===== config.mk =====
export PLATFORM = sky130hd
export DESIGN_NAME = bram_stream_reader_flat
export DESIGN_NICKNAME = d
export VERILOG_FILES = /design/src/rtl/bram_stream_reader_if.sv /design/src/rtl/bram_stream_reader.sv /design/src/flat_wrapper.sv
export SDC_FILE = /design/constraint.sdc
export NUM_CORES = 1
export LEC_CHECK = 0
export ABC_AREA = 0
export BUFFER_PORTS_ARGS = -buffer_cell sky130_fd_sc_hd__buf_2
export CAP_MARGIN = 20
export CORE_UTILIZATION = 39
export CTS_CLUSTER_DIAMETER = 30
export CTS_CLUSTER_SIZE = 16
export DETAILED_ROUTE_END_ITERATION = 10
export PLACE_DENSITY = 0.67
export SLEW_MARGIN = 10
export SYNTH_ARGS = -nofsm -noshare
export SYNTH_HDL_FRONTEND = slang
export SYNTH_SLANG_ARGS = --single-unit

===== constraint.sdc =====
create_clock -name clk -period 2.65 [get_ports clk]
set_input_delay 0.1325 -clock clk [delete_from_list [all_inputs] [get_ports clk]]
set_output_delay 0.1325 -clock clk [all_outputs]
set_load 0.01 [all_outputs]

===== src/rtl/bram_stream_reader_if.sv =====
// Valid/ready coefficient stream with end-of-burst marker.
// The master drives data/valid/last; the slave returns ready.
interface bram_stream_reader_if #(
  parameter int DATA_W = 12
);
  logic              m_valid;
  logic              m_ready;
  logic [DATA_W-1:0] m_data;
  logic              m_last;

  modport master (output m_valid, output m_data, output m_last, input m_ready);
  modport slave  (input m_valid, input m_data, input m_last, output m_ready);
endinterface


===== src/rtl/bram_stream_reader.sv =====
// Burst read sequencer for the coefficient BRAM: issues addresses and streams words out.
// Optional macro BRS_BITREV_EN adds a bitrev input selecting bit-reversed read order.
module bram_stream_reader #(
  parameter int ADDR_W     = 8,
  parameter int DATA_W     = 12,
  parameter int FIFO_DEPTH = 4
) (
  input  logic              clk,
  input  logic              rst,
  input  logic              start,
`ifdef BRS_BITREV_EN
  input  logic              bitrev,
`endif
  input  logic [ADDR_W-1:0] base_addr,
  input  logic [ADDR_W:0]   len,
  output logic              busy,
  output logic              done,
  output logic [ADDR_W-1:0] raddr,
  input  logic [DATA_W-1:0] rdata,
  bram_stream_reader_if.master m
);

  localparam int PTR_W = $clog2(FIFO_DEPTH);
  localparam int CNT_W = PTR_W + 1;
  localparam logic [CNT_W:0]  DEPTH_C = (CNT_W+1)'(FIFO_DEPTH);
  localparam logic [ADDR_W:0] ONE_C   = {{ADDR_W{1'b0}}, 1'b1};

  typedef enum logic [1:0] {IDLE, RUN, DRAIN} state_t;

  state_t              state_q, state_d;
  logic [ADDR_W-1:0]   base_q;
  logic [ADDR_W:0]     len_m1_q;
  logic [ADDR_W:0]     idx_q;
  logic [ADDR_W-1:0]   off;
  logic [ADDR_W-1:0]   raddr_d;

  logic                issue_first, issue_run, issue_any, issue_last;
  logic                done_d;

  // p0: address registered toward the BRAM; p1: BRAM output valid
  logic                vld_p0, last_p0;
  logic                vld_p1, last_p1;

  logic [DATA_W:0]     fifo_mem [FIFO_DEPTH];
  logic [PTR_W-1:0]    wr_ptr, rd_ptr;
  logic [CNT_W-1:0]    fifo_count;
  logic [CNT_W:0]      occ;
  logic                push, pop;

`ifdef BRS_BITREV_EN
  logic                rev_q;

  function automatic logic [ADDR_W-1:0] bit_rev(input logic [ADDR_W-1:0] v);
    logic [ADDR_W-1:0] r;
    for (int k = 0; k < ADDR_W; k++) r[k] = v[ADDR_W-1-k];
    return r;
  endfunction

  assign off = rev_q ? bit_rev(idx_q[ADDR_W-1:0]) : idx_q[ADDR_W-1:0];
`else
  assign off = idx_q[ADDR_W-1:0];
`endif

  // Reads already committed (buffered or still in the BRAM pipe) bound the issue rate
  assign occ  = {1'b0, fifo_count} + (CNT_W+1)'(vld_p0) + (CNT_W+1)'(vld_p1);
  assign push = vld_p1;
  assign pop  = m.m_valid && m.m_ready;

  always_comb begin
    state_d     = state_q;
    issue_first = 1'b0;
    issue_run   = 1'b0;
    issue_last  = 1'b0;
    done_d      = 1'b0;
    raddr_d     = base_q + off;
    case (state_q)
      IDLE: begin
        if (start) begin
          if (len == '0) begin
            done_d = 1'b1;
          end else begin
            issue_first = 1'b1;
            issue_last  = (len == ONE_C);
            raddr_d     = base_addr;
            state_d     = (len == ONE_C) ? DRAIN : RUN;
          end
        end
      end
      RUN: begin
        if (occ < DEPTH_C) begin
          issue_run  = 1'b1;
          issue_last = (idx_q == len_m1_q);
          if (idx_q == len_m1_q) state_d = DRAIN;
        end
      end
      DRAIN: begin
        if (pop && m.m_last) begin
          state_d = IDLE;
          done_d  = 1'b1;
        end
      end
      default: state_d = IDLE;
    endcase
  end

  assign issue_any = issue_first | issue_run;

  always_ff @(posedge clk) begin
    if (rst) state_q <= IDLE;
    else     state_q <= state_d;
  end

  always_ff @(posedge clk) begin
    if (rst) begin
      done       <= 1'b0;
      raddr      <= '0;
      idx_q      <= '0;
      vld_p0     <= 1'b0;
      vld_p1     <= 1'b0;
      wr_ptr     <= '0;
      rd_ptr     <= '0;
      fifo_count <= '0;
    end else begin
      done   <= done_d;
      vld_p0 <= issue_any;
      vld_p1 <= vld_p0;
      if (issue_any) raddr <= raddr_d;
      if (issue_first)    idx_q <= ONE_C;
      else if (issue_run) idx_q <= idx_q + ONE_C;
      if (push) wr_ptr <= wr_ptr + 1'b1;
      if (pop)  rd_ptr <= rd_ptr + 1'b1;
      case ({push, pop})
        2'b10:   fifo_count <= fifo_count + 1'b1;
        2'b01:   fifo_count <= fifo_count - 1'b1;
        default: fifo_count <= fifo_count;
      endcase
    end
  end

  always_ff @(posedge clk) begin
    if (state_q == IDLE && start) begin
      base_q   <= base_addr;
      len_m1_q <= len - ONE_C;
`ifdef BRS_BITREV_EN
      rev_q    <= bitrev;
`endif
    end
    last_p0 <= issue_last;
    last_p1 <= last_p0;
    if (push) fifo_mem[wr_ptr] <= {last_p1, rdata};
  end

  // Empty buffer presents zeros so outputs are defined straight out of reset
  assign busy      = (state_q != IDLE);
  assign m.m_valid = (fifo_count != '0);
  assign m.m_data  = m.m_valid ? fifo_mem[rd_ptr][DATA_W-1:0] : '0;
  assign m.m_last  = m.m_valid ? fifo_mem[rd_ptr][DATA_W] : 1'b0;

endmodule


===== src/flat_wrapper.sv =====
// flat-port wrapper written by rule: the top's interface ports become plain ports
module bram_stream_reader_flat 
#(
  parameter int ADDR_W     = 8,
  parameter int DATA_W     = 12,
  parameter int FIFO_DEPTH = 4
)
  (clk, rst, start, base_addr, len, busy, done, raddr, rdata, m_m_valid, m_m_data, m_m_last, m_m_ready);
  bram_stream_reader_if #(.DATA_W(DATA_W)) m_i ();
  input  logic clk;
  input  logic rst;
  input  logic start;
  input  logic [ADDR_W-1:0] base_addr;
  input  logic [ADDR_W:0] len;
  output logic busy;
  output logic done;
  output logic [ADDR_W-1:0] raddr;
  input  logic [DATA_W-1:0] rdata;
  output wire logic [$bits(m_i.m_valid)-1:0] m_m_valid;
  output wire logic [$bits(m_i.m_data)-1:0] m_m_data;
  output wire logic [$bits(m_i.m_last)-1:0] m_m_last;
  input wire logic [$bits(m_i.m_ready)-1:0] m_m_ready;
  assign m_m_valid = m_i.m_valid;
  assign m_m_data = m_i.m_data;
  assign m_m_last = m_i.m_last;
  assign m_i.m_ready = m_m_ready;
  bram_stream_reader #(.ADDR_W(ADDR_W), .DATA_W(DATA_W), .FIFO_DEPTH(FIFO_DEPTH)) u_core (.clk(clk), .rst(rst), .start(start), .base_addr(base_addr), .len(len), .busy(busy), .done(done), .raddr(raddr), .rdata(rdata), .m(m_i));
endmodule

# == After elaboration in Yosys (flattened, before gate mapping) ==
# Memory sizes are Yosys's and may differ from the RTL's. A register that Yosys moved wholly into a read port is not among the register bits.
# Cells that the tools add are included.
# Widths: inputs -> output; s select.
# totals
regBits,48
ramBits,52
output_inout_bits,24
elab_cells,80
memories,1
# memory_table
memory,depth,word_bits,read_ports,rd_ports_with_merged_regs,wr,line,source
u_core.fifo_mem,4,13,1,1,1,bram_stream_reader.sv:44,logic [DATA_W:0] fifo_mem [FIFO_DEPTH];
# op_classes
n_addsub,9
order_cmp,1
eq_ne,11
n_mux,32
n_bitwise,1
n_reduce_logical,11
# op_table
op,n
$mux 8,3
$mux 1,16
$mux 2,8
$mux 12,1
$add 9x1->9 const B,1
$eq 9x1->1 const B,1
$eq 9x9->1,1
$logic_not 9->1,1
$sub 9x1->9 const B,1
$add 8x8->8,1
$ne 2x1->1 const B,3
$pmux 2 s3,1
$pmux 3 s2,1
$reduce_bool 2->1,3
$reduce_and 5->1,1
$add 2x1->2 const B,2
$add 3x1->4,1
$add 4x1->4,1
$eq 2x1->1 const B,2
$eq 2x2->1 const B,2
$lt 4x3->1 const B,1
$ne 2x2->1 const B,2
$pmux 1 s2,2
$add 3x1->3 const B,1
6 further kinds,8

# == Logic depth before layout (Yosys ltp) ==
# Gate-level depths: netlist (run 1).
# depth
ltp_word,7
mapped_depth,8
mapped_depth_nobuf,8

# == Worst setup path after synthesis (run 1) ==
# Ideal clock, no wire load.
# synth_path
path_kind,reg-to-reg
startpoint,register u_core.idx_q[0]
endpoint,register u_core.raddr[6]
arrival_ps,1951
required_ps,2559
slack_ps,609
path_stages_with_launch,9
path_buffers,0
synth_period_minus_slack_ps,2041
cell_sequence,dfxtp_1 > ha_1 > inv_1 > fa_1 > nor2b_1 > o31a_1 > o22ai_1 > mux2_1 > a311oi_1
# synth_between
elab_chain_len,4
# synth_rtl
item,line,source
start: declaration,bram_stream_reader.sv:33,logic [ADDR_W:0] idx_q;
start signal: assignment,bram_stream_reader.sv:129,else if (issue_run) idx_q <= idx_q + ONE_C;
$add 8x8->8 *,bram_stream_reader.sv:75,raddr_d = base_q + off;
$mux 8,bram_stream_reader.sv:79,if (len == '0) begin
$mux 8,bram_stream_reader.sv:78,if (start) begin
$mux 8 *,bram_stream_reader.sv:76,case (state_q)
end signal: assignment,bram_stream_reader.sv:127,if (issue_any) raddr <= raddr_d;
end: declaration,bram_stream_reader.sv:18,"output logic [ADDR_W-1:0] raddr,"
# Every way passes the cells marked *; elsewhere a longest branch is shown, timed or not.
# A chain may end at the register's enable or synchronous reset.

# == Worst setup path after layout (run 1) ==
# Ends and elaborated chain as after synthesis.

==> results of run 1 <==
==> report_power, final <==
group | switching [mW] | internal, mW
Combinational | 0.461 | 0.411
Sequential | 0.0657 | 1.80
Clock | 0.598 | 0.654
Total | 1.13 | 2.86
==> through the flow <==
step                      util, %  cell area [µm²]  setup slack, ns
after floorplan                 -             4500            0.609
after global placement       45.0             4960            0.515
after detailed placement     45.0             4960            0.435
after CTS                    48.7             5370            0.401
after global routing         48.7             5380            0.207
final                        48.7             5380            0.404
==> layout make-up <==
type / count / area (µm²)
fillers: 981 / 5650
flip-flops and latches: 102 / 2730
multi-input cells: 208 / 1670
repair buffers: 75 / 455
clock buffers: 10 / 229
well taps: 140 / 175
inverters: 17 / 63.8
clock inverters: 6 / 53.8
==> critical path, cell delays in order (launching register included) <==
cell and delay (ns):
dfxtp_1 0.48, ha_1 0.24, inv_1 0.06, fa_1 0.41
nor2b_1 0.16, o31a_1 0.17, o22ai_1 0.09, mux2_1 0.31
a311oi_1 0.24
==> state kept, by name, summed over array words and instances, names as in the netlist, named ones only <==
signal / cells
u_core.fifo_count: 3
u_core.raddr: 8
u_core.push: 1
u_core.done: 1
u_core.base_q: 8
u_core.idx_q: 9
u_core.vld_p0: 1
u_core.rd_ptr: 2
u_core.wr_ptr: 2
u_core.fifo_mem: 52
u_core.len_m1_q: 9
u_core.last_p0: 1
u_core.state_q: 2
u_core.last_p1: 1
==> logic make-up after synthesis <==
group	synth area share, %
adder cells (fa/ha/maj)	5.34
buffers and inverters	2.14
multiplexers	7.51
flip-flops	60.8
XOR/XNOR	6.04
AO/OA/AOI/OAI	6.74
AND/OR/NAND/NOR	11.4
==> cells in the final DEF (no fill, tap or decap), types with 2 or more instances in the layout <==
cell type       n
and2_1         19
mux4_2         12
nand3_1         4
o21bai_1        2
clkinv_4        2
nor2b_1         3
clkbuf_16       9
mux2i_1         3
ha_1           16
nor2_1         25
o21a_1          2
a21oi_1        12
or3_1           4
buf_2          56
nand2b_1        3
nand4_1         8
o21ai_1         2
a31oi_1         4
nor4_1          2
dfxtp_1        33
and3_1          3
xnor2_1         6
dlygate4sd3_1  13
edfxtp_1       69
buf_4           6
inv_1          17
inv_6           2
xor2_1         25
nand2_1        18
a22oi_1         4
a21o_1          2
fa_1            2
nor3_1          3
o21ai_0         3
a211oi_1        4
==> repair_timing <==
action / CTS / global route
hold endpoints to repair: 24 / 3
setup buffers: 0 / 0
hold buffers: 12 / 1
==> metal layers <==
layer  global-route usage (%)  routed length [µm]  vias up
met5                        0                   0        -
met4                     5.71                 131        0
met3                     3.62                 403       10
met2                     26.4                4300       64
met1                     19.9                3830     1377
li1                         -                   -     1387
==> how the worst min path moves through the flow <==
stage | to | slack [ns]
2_1_floorplan | u_core.push | 0.20
3_3_place_gp | u_core.last_p1 | 0.32
3_5_place_dp | u_core.last_p1 | 0.32
4_1_cts | u_core.fifo_mem[2][9] | 0.0006
5_1_grt | u_core.fifo_mem[0][2] | 0.005
6_report | u_core.fifo_mem[0][9] | 0.01
==> results.cfg, run 1 <==
[timing]
period_share_pct = 84.8
fmaxAchievable_mhz = 445
period_minus_slack_ns = 2.25
fin_setup_tns_ns = 0
timing.hold.ws_ns = 0.00962
setup_viol = 0
slew_viol_final = 0
worstMarginPinSlew_ns = 0.700
rsz0062_at_grt = no
clock_skew_ns = 0.00591
max-slew-margin-rel_pct = 53.3
finalHoldViolCount = 0

[hold_path]
hold_path.class = input port to flop
min_path_cells = 1
min-delay-start = rdata[9]

[clocking]
insertion_delay_ns = 0.34
h-tree-depth = 3
cts_buffers = 9
root_buffer = clkbuf_16
cts_tree = yes
clkSlewWorstSetupHoldPaths_ns = 0.07
clock_path_buffers = 2
clock_sinks = 102
cts_resized = 0

[logic_synthesis]
ys_seq_area_share_pct = 60.8
yosysMostFrequentCell = edfxtp_1
syn-num-nets = 385
synth_top_area_share_pct = 46.1
synthArstFlopShare_pct = 0
synthTopCellsByCount = edfxtp_1, dfxtp_1, nor2_1, xor2_1, and2_1
yosysTopAreaCell = edfxtp_1
ys_warn_count = 0
synth_area_um2 = 4500
synthFlopType = edfxtp_1
synth_edf_count = 69
synth_seq_cells = 102
synth_cell_types = 49
syn_area_per_cell_um2 = 13.5
syn-instance-count = 334
synth_area_leaders = edfxtp_1, dfxtp_1, mux4_2

[worst_setup_path]
crit_type = flop to flop
cp_data_arrival_time_ns = 2.50
path_max_fanout = 7
worst_r2r_path_depth = 8
reg2reg_to = u_core.raddr[6]
worst_ep_required_time_ns = 2.90
reg2reg_slack_ns = 0.40
worstSetupEndpoint = u_core.raddr[6]
endpoint_kind = flop
critPathLaunch = u_core.idx_q[0]
cp-start-kind = flop
regToRegStartpoint = u_core.idx_q[0]

[grt]
grt_pass1_wl_um = 13900
antenna_found_initial = 0
grt_pass1_vias = 2821
grtUsageTotal_pct = 15.7
overflow = 0
grt_max_degree = 24

[layout]
layout.nets = 464
num_antenna_cells = 0
finish.cell_count_without_fillers = 558
drive_above_1_share_pct = 23.2
areaGrowthSynthToFinish_pct = 19.6

[floorplanning]
die_w_um = 109
start_util_pct = 40.8
die_h_um = 109
core_area_um2 = 11000
row_count = 38
dieArea_um2 = 12000
ios = 57

[routing]
avgViaCountPerCell = 5.09
dr.pass1.iters = 4
antenna_left = 0
route.detailed.drc = 0
drtIter0Drc = 142
via_count = 2838
wl_um = 8670
wire_per_inst_um = 15.5

[placed_design]
hpwlAfterDp_um = 5930
gp_congestion = 0.855
portBuffers = 56
placed_cells = 529

[power]
p_per_area_nw_per_um2 = 742
p_total_mw = 3.99
peakVddDrop_v = 0.000484
p_leak_nw = 2.05

[job]
cap_violations = 0

[outcome]
status = completed
Note: power is estimated with default switching activity, not from simulation.
==> inputs of run 2 (changes only) <==
- PLACE_DENSITY: 0.67 -> 0.7
- clock period: 2.65 -> 2 ns (I/O delays scaled with it)
==> results.cfg, run 2 (synthesis results as in run 1) <==
[placed_design]
gp_congestion = 0.831
placed_cells = 546
hpwlAfterDp_um = 5900
portBuffers = 56

[floorplanning]
die_w_um = 109
row_count = 38
ios = 57
dieArea_um2 = 12000
die_h_um = 109
core_area_um2 = 11000
start_util_pct = 40.8

[outcome]
status = completed

[worst_setup_path]
endpoint_kind = flop
reg2reg_slack_ns = 0.05
cpLargestDelayFamily = compound AO/OA/AOI/OAI gates
reg2reg_to = u_core.raddr[6]
crit_type = flop to flop
cp_data_arrival_time_ns = 2.20
critPathSlowestCell = edfxtp_1
cp-start-kind = flop
regToRegStartpoint = u_core.base_q[0]
crit_path_max_incr_delay_ns = 0.38
critPathBufInv = 1
path_max_fanout = 2
worst_r2r_path_depth = 8
crit_chain = ha_2, inv_1, fa_2, nor2b_2, o31a_1, o22ai_1, mux2_1, a311oi_1
worst_ep_required_time_ns = 2.25

[layout]
fin_util_pct = 51.0
largest_reg_flops = 52
final_cell_mix = edfxtp_1, buf_2, dfxtp_1
final_common_cell = edfxtp_1
biggestRegsByFlops = u_core.fifo_mem (52), u_core.idx_q (9), u_core.len_m1_q (9)
drive_above_1_share_pct = 27.9
fillers = 963
num_antenna_cells = 0
finish.cell_count_without_fillers = 584
layout.nets = 490
areaGrowthSynthToFinish_pct = 25.1
regMostFlops = u_core.fifo_mem

[hold_path]
min-delay-start = len[8]
hold_path.class = input port to flop
hold_end = u_core.len_m1_q[8]
min_path_cells = 3

[grt]
overflow = 0
grtUsageTotal_pct = 15.8
grt_max_degree = 24
grt_pass1_vias = 2926
grt_pass1_wl_um = 14000
antenna_found_initial = 0

[clocking]
insertion_delay_ns = 0.34
clkSlewWorstSetupHoldPaths_ns = 0.07
h-tree-depth = 3
cts_buffers = 9
clock_path_buffers = 2
root_buffer = clkbuf_16
cts_tree = yes
clock_sinks = 102

[timing]
fmaxAchievable_mhz = 514
setup_viol = 0
clock_skew_ns = 0.00722
period_share_pct = 97.3
slew_viol_final = 0
max-slew-margin-rel_pct = 68.7
worstMarginPinSlew_ns = 0.469
timing.hold.ws_ns = 0.0519
finalHoldViolCount = 0
period_minus_slack_ns = 1.95

[routing]
wl_um = 8800
wire_per_inst_um = 15.1
route.detailed.drc = 0
via_count = 2913
dr.pass1.iters = 4
drtIter0Drc = 124
antenna_left = 0
avgViaCountPerCell = 4.99

[power]
p_per_area_nw_per_um2 = 959
p_leak_nw = 2.19
peakVddDrop_v = 0.000499
p_total_mw = 5.39

[job]
cap_violations = 0
run 2: changes by cell type in the layout (fill, tap and decap cells not counted), moves of 2 or more:
cell           previous run  this run
buf_4                     6        22
buf_6                     0         2
dfxtp_1                  33        31
dfxtp_2                   0         2
dlygate4sd3_1            13        20
ha_1                     16        14
ha_2                      0         2
run 2: worst max-delay path by stage:
stage	from	depth (start not counted)	slack, ns	endpoint
after floorplan	u_core.idx_q[0]	8	0.04	u_core.raddr[6]
final	u_core.base_q[0]	8	0.05	u_core.raddr[6]
after CTS	u_core.fifo_count[0]	8	0.003	u_core.fifo_count[2]
after global placement	u_core.idx_q[0]	8	0.06	u_core.raddr[6]
after detailed placement	u_core.base_q[0]	8	-0.006	u_core.raddr[6]
after global routing	u_core.idx_q[1]	7	-0.02	u_core.raddr[7]
run 2: layout make-up:
class / instances / area, µm² / area share [%]
sequential: 102 / 2740 / 48.6
inverter: 17 / 63.8 / 1.13
clock buffer: 10 / 229 / 4.07
tap: 140 / 175 / 3.11
timing repair buffer: 101 / 683 / 12.1
clock inverter: 6 / 53.8 / 0.957
multi-input combinational: 208 / 1680 / 29.9
run 2: repair_timing:
item                                    in CTS  in global routing
endpoints found under the setup margin       2                  6
hold buffers                                20                  0
resized for setup                            2                  9
pin swaps                                    2                  3
endpoints found under the hold margin       56                  0
buffers inserted                             1                  1
run 2: routing by layer:
metal | vias to the layer above | GRT usage (%) | wire length, µm
li1 | 1441 | - | -
met1 | 1394 | 19.9 | 3900
met2 | 68 | 26.0 | 4440
met3 | 10 | 3.20 | 329
met4 | 0 | 7.62 | 131
met5 | - | 0 | 0
run 2: metrics by stage:
stage               area (µm²)  setup slack, ns  TNS (ns)
CTS                       5590          0.00257         0
finish                    5620           0.0533         0
detailed placement        5090         -0.00618  -0.00618
global route              5620          -0.0165   -0.0210
global placement          5090           0.0605         0
floorplan                 4500           0.0354         0
run 2: worst reg2reg max path: stages, from the launching register on:
cell and delay (ns):
edfxtp_1 0.38, ha_2 0.19, inv_1 0.07, fa_2 0.23, nor2b_2 0.05, o31a_1 0.25
o22ai_1 0.13, mux2_1 0.34, a311oi_1 0.24
run 2: power breakdown:
group          internal, mW  leakage, nW  total (mW)  switching (mW)
Clock                 0.869        0.136        1.65           0.784
Combinational         0.629         1.15        1.29           0.658
Sequential             2.38        0.902        2.45          0.0684
Total                  3.88         2.19        5.39            1.51
